[src/rtl/riscv_fetch_unit_if.sv]
// Fetch unit bundle: instruction-memory request/response, execute redirect,
// and the decode-side valid/ready instruction stream.
interface riscv_fetch_unit_if;
  logic        imem_req;
  logic [31:0] imem_addr;
  logic        imem_gnt;
  logic        imem_rvalid;
  logic [31:0] imem_rdata;

  logic        redirect_valid;
  logic [31:0] redirect_pc;

  logic        if_valid;
  logic [31:0] if_instr;
  logic [31:0] if_pc;
  logic        if_ready;

  modport master (
    output imem_req, imem_addr,
    input  imem_gnt, imem_rvalid, imem_rdata,
    input  redirect_valid, redirect_pc,
    output if_valid, if_instr, if_pc,
    input  if_ready
  );

  modport slave (
    input  imem_req, imem_addr,
    output imem_gnt, imem_rvalid, imem_rdata,
    output redirect_valid, redirect_pc,
    input  if_valid, if_instr, if_pc,
    output if_ready
  );
endinterface

[src/rtl/riscv_fetch_unit.sv]
// RISC-V instruction fetch: single-outstanding request FSM feeding a small
// instruction/PC buffer towards decode, with redirect flush and response discard.
module riscv_fetch_unit #(
  parameter logic [31:0] RESET_PC   = 32'h0000_0000,
  parameter int unsigned FIFO_DEPTH = 2
) (
  input  logic               clk,
  input  logic               reset,
  riscv_fetch_unit_if.master bus
);

  localparam int unsigned      PTR_W   = (FIFO_DEPTH > 1) ? $clog2(FIFO_DEPTH) : 1;
  localparam int unsigned      CNT_W   = PTR_W + 1;
  localparam logic [CNT_W-1:0] DEPTH_C = CNT_W'(FIFO_DEPTH);

  typedef enum logic [1:0] {
    IDLE     = 2'd0,
    WAIT_GNT = 2'd1,
    WAIT_RSP = 2'd2
  } state_t;

  function automatic logic [31:0] align_pc(input logic [31:0] pc);
    return {pc[31:2], 2'b00};
  endfunction

  // Natural 32-bit overflow gives the 0xFFFF_FFFC -> 0x0 wrap.
  function automatic logic [31:0] incr_pc(input logic [31:0] pc);
    return pc + 32'd4;
  endfunction

  state_t           state_q, state_d;
  logic [31:0]      fetch_pc_q, fetch_pc_d;
  logic             discard_q, discard_d;
  logic [31:0]      req_addr_q;

  logic [31:0]      instr_mem [FIFO_DEPTH];
  logic [31:0]      pc_mem    [FIFO_DEPTH];
  logic [PTR_W-1:0] wr_ptr_q, rd_ptr_q;
  logic [CNT_W-1:0] count_q, count_d;

  logic             flush;
  logic             push;
  logic             pop;
  logic             room_after;
  logic [31:0]      redirect_tgt;

  assign flush        = bus.redirect_valid;
  assign redirect_tgt = align_pc(bus.redirect_pc);

  // A redirect wins over both the decode pop and any response write.
  assign pop  = bus.if_valid & bus.if_ready & ~flush;
  assign push = (state_q == WAIT_RSP) & bus.imem_rvalid & ~discard_q & ~flush;

  always_comb begin
    count_d = count_q;
    if (flush) begin
      count_d = '0;
    end else begin
      count_d = count_q + CNT_W'(push) - CNT_W'(pop);
    end
  end

  assign room_after = (count_d < DEPTH_C);

  // ---- buffer control ----
  always_ff @(posedge clk or negedge reset) begin
    if (!reset) begin
      wr_ptr_q <= '0;
      rd_ptr_q <= '0;
      count_q  <= '0;
    end else begin
      count_q <= count_d;
      if (flush) begin
        wr_ptr_q <= '0;
        rd_ptr_q <= '0;
      end else begin
        if (push) wr_ptr_q <= wr_ptr_q + PTR_W'(1);
        if (pop)  rd_ptr_q <= rd_ptr_q + PTR_W'(1);
      end
    end
  end

  // ---- buffer data ----
  always_ff @(posedge clk) begin
    if (push) begin
      instr_mem[wr_ptr_q] <= bus.imem_rdata;
      pc_mem[wr_ptr_q]    <= req_addr_q;
    end
  end

  // Address of the single outstanding request, tagged onto its response.
  always_ff @(posedge clk) begin
    if (bus.imem_req & bus.imem_gnt) begin
      req_addr_q <= fetch_pc_q;
    end
  end

  // ---- fetch FSM state ----
  always_ff @(posedge clk or negedge reset) begin
    if (!reset) begin
      state_q    <= IDLE;
      fetch_pc_q <= RESET_PC;
      discard_q  <= 1'b0;
    end else begin
      state_q    <= state_d;
      fetch_pc_q <= fetch_pc_d;
      discard_q  <= discard_d;
    end
  end

  always_comb begin
    state_d    = state_q;
    fetch_pc_d = fetch_pc_q;
    discard_d  = discard_q;
    case (state_q)
      IDLE: begin
        if (flush) begin
          fetch_pc_d = redirect_tgt;
          state_d    = WAIT_GNT;
        end else if (count_q < DEPTH_C) begin
          state_d = WAIT_GNT;
        end
      end
      WAIT_GNT: begin
        if (bus.imem_gnt) begin
          state_d = WAIT_RSP;
          if (flush) begin
            // Request already accepted at the old PC: its data must be dropped.
            fetch_pc_d = redirect_tgt;
            discard_d  = 1'b1;
          end else begin
            fetch_pc_d = incr_pc(fetch_pc_q);
          end
        end else if (flush) begin
          fetch_pc_d = redirect_tgt;
        end
      end
      WAIT_RSP: begin
        if (flush) begin
          fetch_pc_d = redirect_tgt;
        end
        if (bus.imem_rvalid) begin
          discard_d = 1'b0;
          state_d   = room_after ? WAIT_GNT : IDLE;
        end else if (flush) begin
          discard_d = 1'b1;
        end
      end
      default: begin
        state_d = IDLE;
      end
    endcase
  end

  assign bus.imem_req  = (state_q == WAIT_GNT);
  assign bus.imem_addr = fetch_pc_q;

  // Head is forced to zero when empty so stale storage never leaks out.
  assign bus.if_valid = (count_q != '0);
  assign bus.if_instr = bus.if_valid ? instr_mem[rd_ptr_q] : 32'd0;
  assign bus.if_pc    = bus.if_valid ? pc_mem[rd_ptr_q]    : 32'd0;

endmodule

[src/flat_wrapper.sv]
// flat-port wrapper written by rule: the top's interface ports become plain ports
module riscv_fetch_unit_flat 
#(
  parameter logic [31:0] RESET_PC   = 32'h0000_0000,
  parameter int unsigned FIFO_DEPTH = 2
)
  (clk, reset, bus_imem_req, bus_imem_addr, bus_imem_gnt, bus_imem_rvalid, bus_imem_rdata, bus_redirect_valid, bus_redirect_pc, bus_if_valid, bus_if_instr, bus_if_pc, bus_if_ready);
  riscv_fetch_unit_if bus_i ();
  input  logic clk;
  input  logic reset;
  output wire logic [$bits(bus_i.imem_req)-1:0] bus_imem_req;
  output wire logic [$bits(bus_i.imem_addr)-1:0] bus_imem_addr;
  input wire logic [$bits(bus_i.imem_gnt)-1:0] bus_imem_gnt;
  input wire logic [$bits(bus_i.imem_rvalid)-1:0] bus_imem_rvalid;
  input wire logic [$bits(bus_i.imem_rdata)-1:0] bus_imem_rdata;
  input wire logic [$bits(bus_i.redirect_valid)-1:0] bus_redirect_valid;
  input wire logic [$bits(bus_i.redirect_pc)-1:0] bus_redirect_pc;
  output wire logic [$bits(bus_i.if_valid)-1:0] bus_if_valid;
  output wire logic [$bits(bus_i.if_instr)-1:0] bus_if_instr;
  output wire logic [$bits(bus_i.if_pc)-1:0] bus_if_pc;
  input wire logic [$bits(bus_i.if_ready)-1:0] bus_if_ready;
  assign bus_imem_req = bus_i.imem_req;
  assign bus_imem_addr = bus_i.imem_addr;
  assign bus_i.imem_gnt = bus_imem_gnt;
  assign bus_i.imem_rvalid = bus_imem_rvalid;
  assign bus_i.imem_rdata = bus_imem_rdata;
  assign bus_i.redirect_valid = bus_redirect_valid;
  assign bus_i.redirect_pc = bus_redirect_pc;
  assign bus_if_valid = bus_i.if_valid;
  assign bus_if_instr = bus_i.if_instr;
  assign bus_if_pc = bus_i.if_pc;
  assign bus_i.if_ready = bus_if_ready;
  riscv_fetch_unit #(.RESET_PC(RESET_PC), .FIFO_DEPTH(FIFO_DEPTH)) u_core (.clk(clk), .reset(reset), .bus(bus_i));
endmodule
[config.mk]
export PLATFORM = sky130hd
export DESIGN_NAME = riscv_fetch_unit_flat
export DESIGN_NICKNAME = d
export VERILOG_FILES = /design/src/rtl/riscv_fetch_unit_if.sv /design/src/rtl/riscv_fetch_unit.sv /design/src/flat_wrapper.sv
export SDC_FILE = /design/constraint.sdc
export NUM_CORES = 1
export LEC_CHECK = 0
export ABC_AREA = 0
export BUFFER_PORTS_ARGS = -buffer_cell sky130_fd_sc_hd__buf_2
export CAP_MARGIN = 20
export CORE_MARGIN = 1
export CORE_UTILIZATION = 46
export CTS_CLUSTER_SIZE = 16
export DETAILED_ROUTE_END_ITERATION = 6
export HOLD_SLACK_MARGIN = 0.02
export PLACE_DENSITY = 0.73
export REMOVE_ABC_BUFFERS = 1
export SLEW_MARGIN = 20
export SYNTH_ARGS = -nofsm -noshare
export SYNTH_HDL_FRONTEND = slang
export SYNTH_SLANG_ARGS = --single-unit
[constraint.sdc]
create_clock -name clk -period 15.5 [get_ports clk]
set_input_delay 0.775 -clock clk [delete_from_list [all_inputs] [get_ports clk]]
set_output_delay 0.775 -clock clk [all_outputs]
set_load 0.005 [all_outputs]
# Word level (Yosys, flattened, before mapping)
# Memory sizes are Yosys's and may differ from the RTL's.
# Index checks and enable logic that the tools add are counted.
# totals
register_bits,71
n_memories,2
ram_bits,128
# op_classes
order_cmp,2
n_bitwise,8
addsub,5
n_eq_ne,5
n_reduce_logical,9
muxes,23
# mem_list
name,depth,word_bits,read_ports,rd_clocked_by_memory_dff,wr,line_no,text
u_core.instr_mem,2,32,1,0,1,riscv_fetch_unit.sv:36,logic [31:0] instr_mem [FIFO_DEPTH];
u_core.pc_mem,2,32,1,0,1,riscv_fetch_unit.sv:37,logic [31:0] pc_mem [FIFO_DEPTH];
# op_table
op,n
$mux 32,5
$pmux 32 s2,1
$add 32x3->32 const B,1
$mux 1,10
$mux 2,5
$reduce_bool 2->1,5
$and 1x1->1,6
$pmux 2 s3,1
$lt 2x2->1 const B,2
$ne 2x2->1 const B,2
$ne 3x2->1 const B,1
$reduce_and 3->1,1
$add 1x1->1 const B,2
$add 2x1->2,1
$eq 2x1->1 const B,1
$eq 2x2->1 const B,1
$logic_not 2->1,1
$not 1->1,2
$pmux 1 s2,1
$reduce_and 2->1,1
$reduce_or 2->1,1
$sub 2x1->2,1

# Logic depth before layout (Yosys ltp)
# depth
ltp_word,11
depth_mapped,10
mapped_depth_nobuf,10

# Worst setup path after synthesis
# No wires, ideal clock.
# synth_timing
path_type,input-to-reg
from,input bus_redirect_valid
to,"memory u_core.instr_mem[0][0], enable pin"
cell_stages,4
t_required_ns,14.856
setup_ns,0.644
slack_ns,7.366
path_buffers,3
arrival_time_ns,7.490
path_cell_list,buf_2 -> clkbuf_1 -> buf_1 -> nor4_1
# synth_via
elab_chain_len,4
# synth_lines
element,line_no,text
"start, declared",flat_wrapper.sv:16,input wire logic [$bits(bus_i.redirect_valid)-1:0] bus_redirect_valid;
$not 1->1,riscv_fetch_unit.sv:52,assign push = (state_q == WAIT_RSP) & bus.imem_rvalid & ~discard_q & ~flush;
$and 1x1->1,riscv_fetch_unit.sv:52,
$mux 1,riscv_fetch_unit.sv:85,if (push) begin
$mux 1 (implied by the code),riscv_fetch_unit.sv:86,instr_mem[wr_ptr_q] <= bus.imem_rdata;
"end, declared",riscv_fetch_unit.sv:36,
# No other way between the ends.

# Worst setup path in the final report
# layout_timing
from,register u_core.count_q[1]
to,output bus_if_pc[2]
# layout_via
elab_chain_len,2
# layout_lines
element,line_no,text
"start, declared",riscv_fetch_unit.sv:39,"logic [CNT_W-1:0] count_q, count_d;"
"start signal, assigned",riscv_fetch_unit.sv:72,count_q <= count_d;
$reduce_bool 2->1,riscv_fetch_unit.sv:159,assign bus.if_valid = (count_q != '0);
$mux 32,riscv_fetch_unit.sv:161,assign bus.if_pc = bus.if_valid ? pc_mem[rd_ptr_q] : 32'd0;
"end, declared",flat_wrapper.sv:20,output wire logic [$bits(bus_i.if_pc)-1:0] bus_if_pc;
# No other way between the ends.

==> metrics.md <==
| Metric | Value |
|---|---|
| Status | `finished, final reports clean` |
| RSZ-0062 raised after global routing | `no` |
| Logic gate share of total power | `0.171` |
| Pin count of the biggest net entering global routing | `66` |
| CP Cell Sequence | `nor2_4 -> buf_4 -> nor2_1 -> buf_2` |
| Largest family of logic cells by synthesized area | `simple AND/OR/NAND/NOR gates` |
| Most instantiated cells after synthesis | `edfxtp_1 (160), nor2_1 (100), mux2i_1 (66), dfrtp_1 (39), nand2_1 (22)` |
| # diodes | `0` |
| Die area | `18,700 sq um` |
| Worst-skew pair later-pin latency | `0.43 ns` |
| FF+latch count, synth | `199` |
| Maximum VDD drop | `0.0000972 V` |
| Clock Skew | `0.00902 ns` |
| WP data arrival | `2.30 ns` |
| Cell area after synthesis | `8340 sq um` |
| Int Power | `998 uW` |
| Final setup violation count | `0` |
| Final GP Congestion | `0.898` |
| Yosys warnings | `0` |
| Area growth syn-to-layout | `19.5%` |
| Compound-cell area share of the yosys netlist | `0.0624` |
| Critical Path Fanout Max | `33` |
| Post-Synth Simple-Gate Area | `0.134` |
| Initial core utilization | `0.477` |
| Slowest-stage cell, CP | `nor2_4` |
| Max-cap viol count | `0` |
| Layout cell share with drive strength beyond 1 | `0.277` |
| Via/cell ratio | `5.67` |
| CTS Buffer Depth | `2` |
| Root buffer cell | `clkbuf_16` |
| Routed wire length per instance | `18.8 um` |
| Max Clock Freq | `326 MHz` |
| Delay-heaviest family, CP | `simple AND/OR/NAND/NOR gates` |
| Top-area cell type share of the netlist area | `0.576` |
| EDFF count, synth | `160` |
| Crit end category | `primary output` |
| Net Sw Frac | `0.304` |
| Initial antenna violation count | `0` |
| Slew Limit Headroom | `0.374` |
| Power Density | `144 nW/um^2` |
| Req. time, crit path | `14.73 ns` |
| Least-Margin Pin Slew | `0.939 ns` |
| CTS tree | `yes` |
| Power share of the clock group | `0.301` |
| Final Max Tran Viols | `0` |
| # hold bufs at CTS | `0` |
| Number of global-route vias before repair | `5,750` |
| Setup tns final | `0 ns` |
| Post-synthesis cell type count | `61` |
| Vias after detailed routing | `5,722` |
| Syn Inst Count | `616` |
| Proportion of synthesized area in mux cells | `0.0806` |
| Starting DRT DRC Count | `412` |
| Post-CTS Setup Inserts | `0` |
| First-pass iteration count of the detailed router | `5` |
| Buf/Inv on CP | `2` |
| Post-synth top area cell | `edfxtp_1` |
| CTS Sinks | `199` |
| Total CTS buffers | `17` |
| Fillers | `1,457` |
| Remaining global-route overflow | `0` |
| Die Wd | `137 um` |
| Startpoint Class | `register` |
| Num ports | `168` |
| Global Route Usage Sum | `0.213` |
| LEAKAGE | `0.00367 uW` |
| Final hold viol count | `0` |
| Row cnt | `48` |
| Number of port buffers | `165` |
| Routed wire length | `19.0 mm` |
| Nets@finish | `844` |
| Async set-reset flop share out of synthesis | `0.196` |
| Sequential fraction of design power | `0.528` |
| CP peak stage delay | `0.67 ns` |
| DRC Markers | `0` |
| Most common cell in the netlist | `edfxtp_1` |
| Post-DP HPWL | `12.2 mm` |
| Layout Utilization | `0.570` |
| Top post-synthesis cells by area | `edfxtp_1 (58%), dfrtp_1 (12%), mux2i_1 (7.9%)` |
| First-pass GRT wire length | `29.8 mm` |
| Register area share after synthesis | `0.693` |
| Antenna viol nets, final | `0` |
| Post-Synth XOR/XNOR Area | `0.00315` |
| H-tree depth | `4` |
| Worst min path class | `reg2reg` |
| Switching pwr | `437 uW` |
| Crit path kind | `reg2out` |
| Total chip power | `1430 uW` |
| Syn Area/Cell | `13.5 sq um` |
| Post-layout min period | `3.07 ns` |
| Die height | `137 um` |
| Period utilization | `0.198` |
| Core Area | `17,500 sq um` |
| Worst-path clk slew | `0.07 ns` |
| Post-synth top flop | `edfxtp_1` |
| Post-CTS Resized | `0` |
| Adder-cell share of the synthesized area | `0.00450` |
-- worst paths after layout --
path	to	slack [ns]	from	depth (start not counted)
worst min register to register	u_core.pc_mem[1][19]	0.44	u_core.req_addr_q[19]	0
max in group asynchronous	u_core.rd_ptr_q	14.33	reset	1
min in group asynchronous	u_core.bus.imem_addr[28]	0.49	reset	1
worst min-delay path	u_core.pc_mem[1][19]	0.44	u_core.req_addr_q[19]	0
worst max-delay path	bus_if_pc[2]	12.43	u_core.count_q[1]	4
worst max register to register	u_core.state_q[0]	12.53	u_core.count_q[1]	11
-- layout by cell type, fill, tap and decap left out, drive strengths merged, types with 2 or more instances in the layout --
cell type,instances
o21a,2
or2,2
nor4,17
a31o,2
dfrtp,39
nand3,16
o22ai,4
a221oi,2
nand2,22
bufinv,2
or4,2
o32ai,2
o21ai,16
a31oi,9
nor3,16
and4,5
nor2b,2
inv,12
or3,8
clkbuf,19
buf,170
nand4,14
clkinv,8
nor2,100
clkinvlp,2
and3,6
a21boi,2
a22oi,2
a211oi,7
nand3b,2
and2,4
ha,3
o311ai,2
edfxtp,160
a21oi,12
xor2,2
a311oi,6
mux2i,66
-- power groups by stage --
stage	clock, uW	sequential (uW)	combinational [uW]
after floorplan	0	741	135
after global placement	0	760	232
after detailed placement	0	769	240
after CTS	440	758	241
after global routing	461	767	269
final	432	757	245
-- kinds of logic (layout without fill, tap and decap cells) --
family                     Yosys count  in the layout
adders and majority gates            3              3
and+or+nand+nor                    222            222
muxes                               67             67
DFF                                199            199
AOI/OAI and AO/OA                   77             77
xor gates and xnor gates             3              3
buffers and inverters               45            213
-- final cells by class --
| class | instances | area [sq um] | area share |
|---|---|---|---|
| Clock buffer | 19 | 433 | 0.0435 |
| Clock inverter | 13 | 145 | 0.0146 |
| Inverter | 11 | 41.3 | 0.00415 |
| Multi-Input combinational cell | 372 | 2390 | 0.240 |
| Sequential cell | 199 | 5780 | 0.581 |
| Tap cell | 225 | 282 | 0.0283 |
| Timing Repair Buffer | 170 | 883 | 0.0887 |
-- registers in the layout, summed over array words and instances, names as in the netlist --
name and flops:
u_core.bus.imem_addr 32, u_core.count_q 2, u_core.discard_q 1, u_core.instr_mem 64, u_core.pc_mem 64, u_core.rd_ptr_q 1, u_core.req_addr_q 32, u_core.state_q 2
u_core.wr_ptr_q 1
-- stage by stage --
| stage | area [sq um] | worst slack, ns | hold WS [ns] | cells |
|---|---|---|---|---|
| after global placement | 9350 | 12.59 | 0.423 | 976 |
| after CTS | 9930 | 12.35 | 0.446 | 1008 |
| after floorplan | 8200 | 7.84 | 0.421 | 582 |
| final | 9960 | 12.43 | 0.443 | 1009 |
| after detailed placement | 9350 | 12.50 | 0.429 | 976 |
| after global routing | 9960 | 12.23 | 0.453 | 1009 |
-- routing by layer --
layer	part of all wire	wire length, um	track usage	up-vias
met3	0.078	1480	0.0452	31
met5	0	0	0	-
met2	0.48	9120	0.351	280
li1	-	-	-	2654
met4	0.022	413	0.0932	0
met1	0.42	7990	0.271	2757
Note: power is estimated with default switching activity, not from simulation.
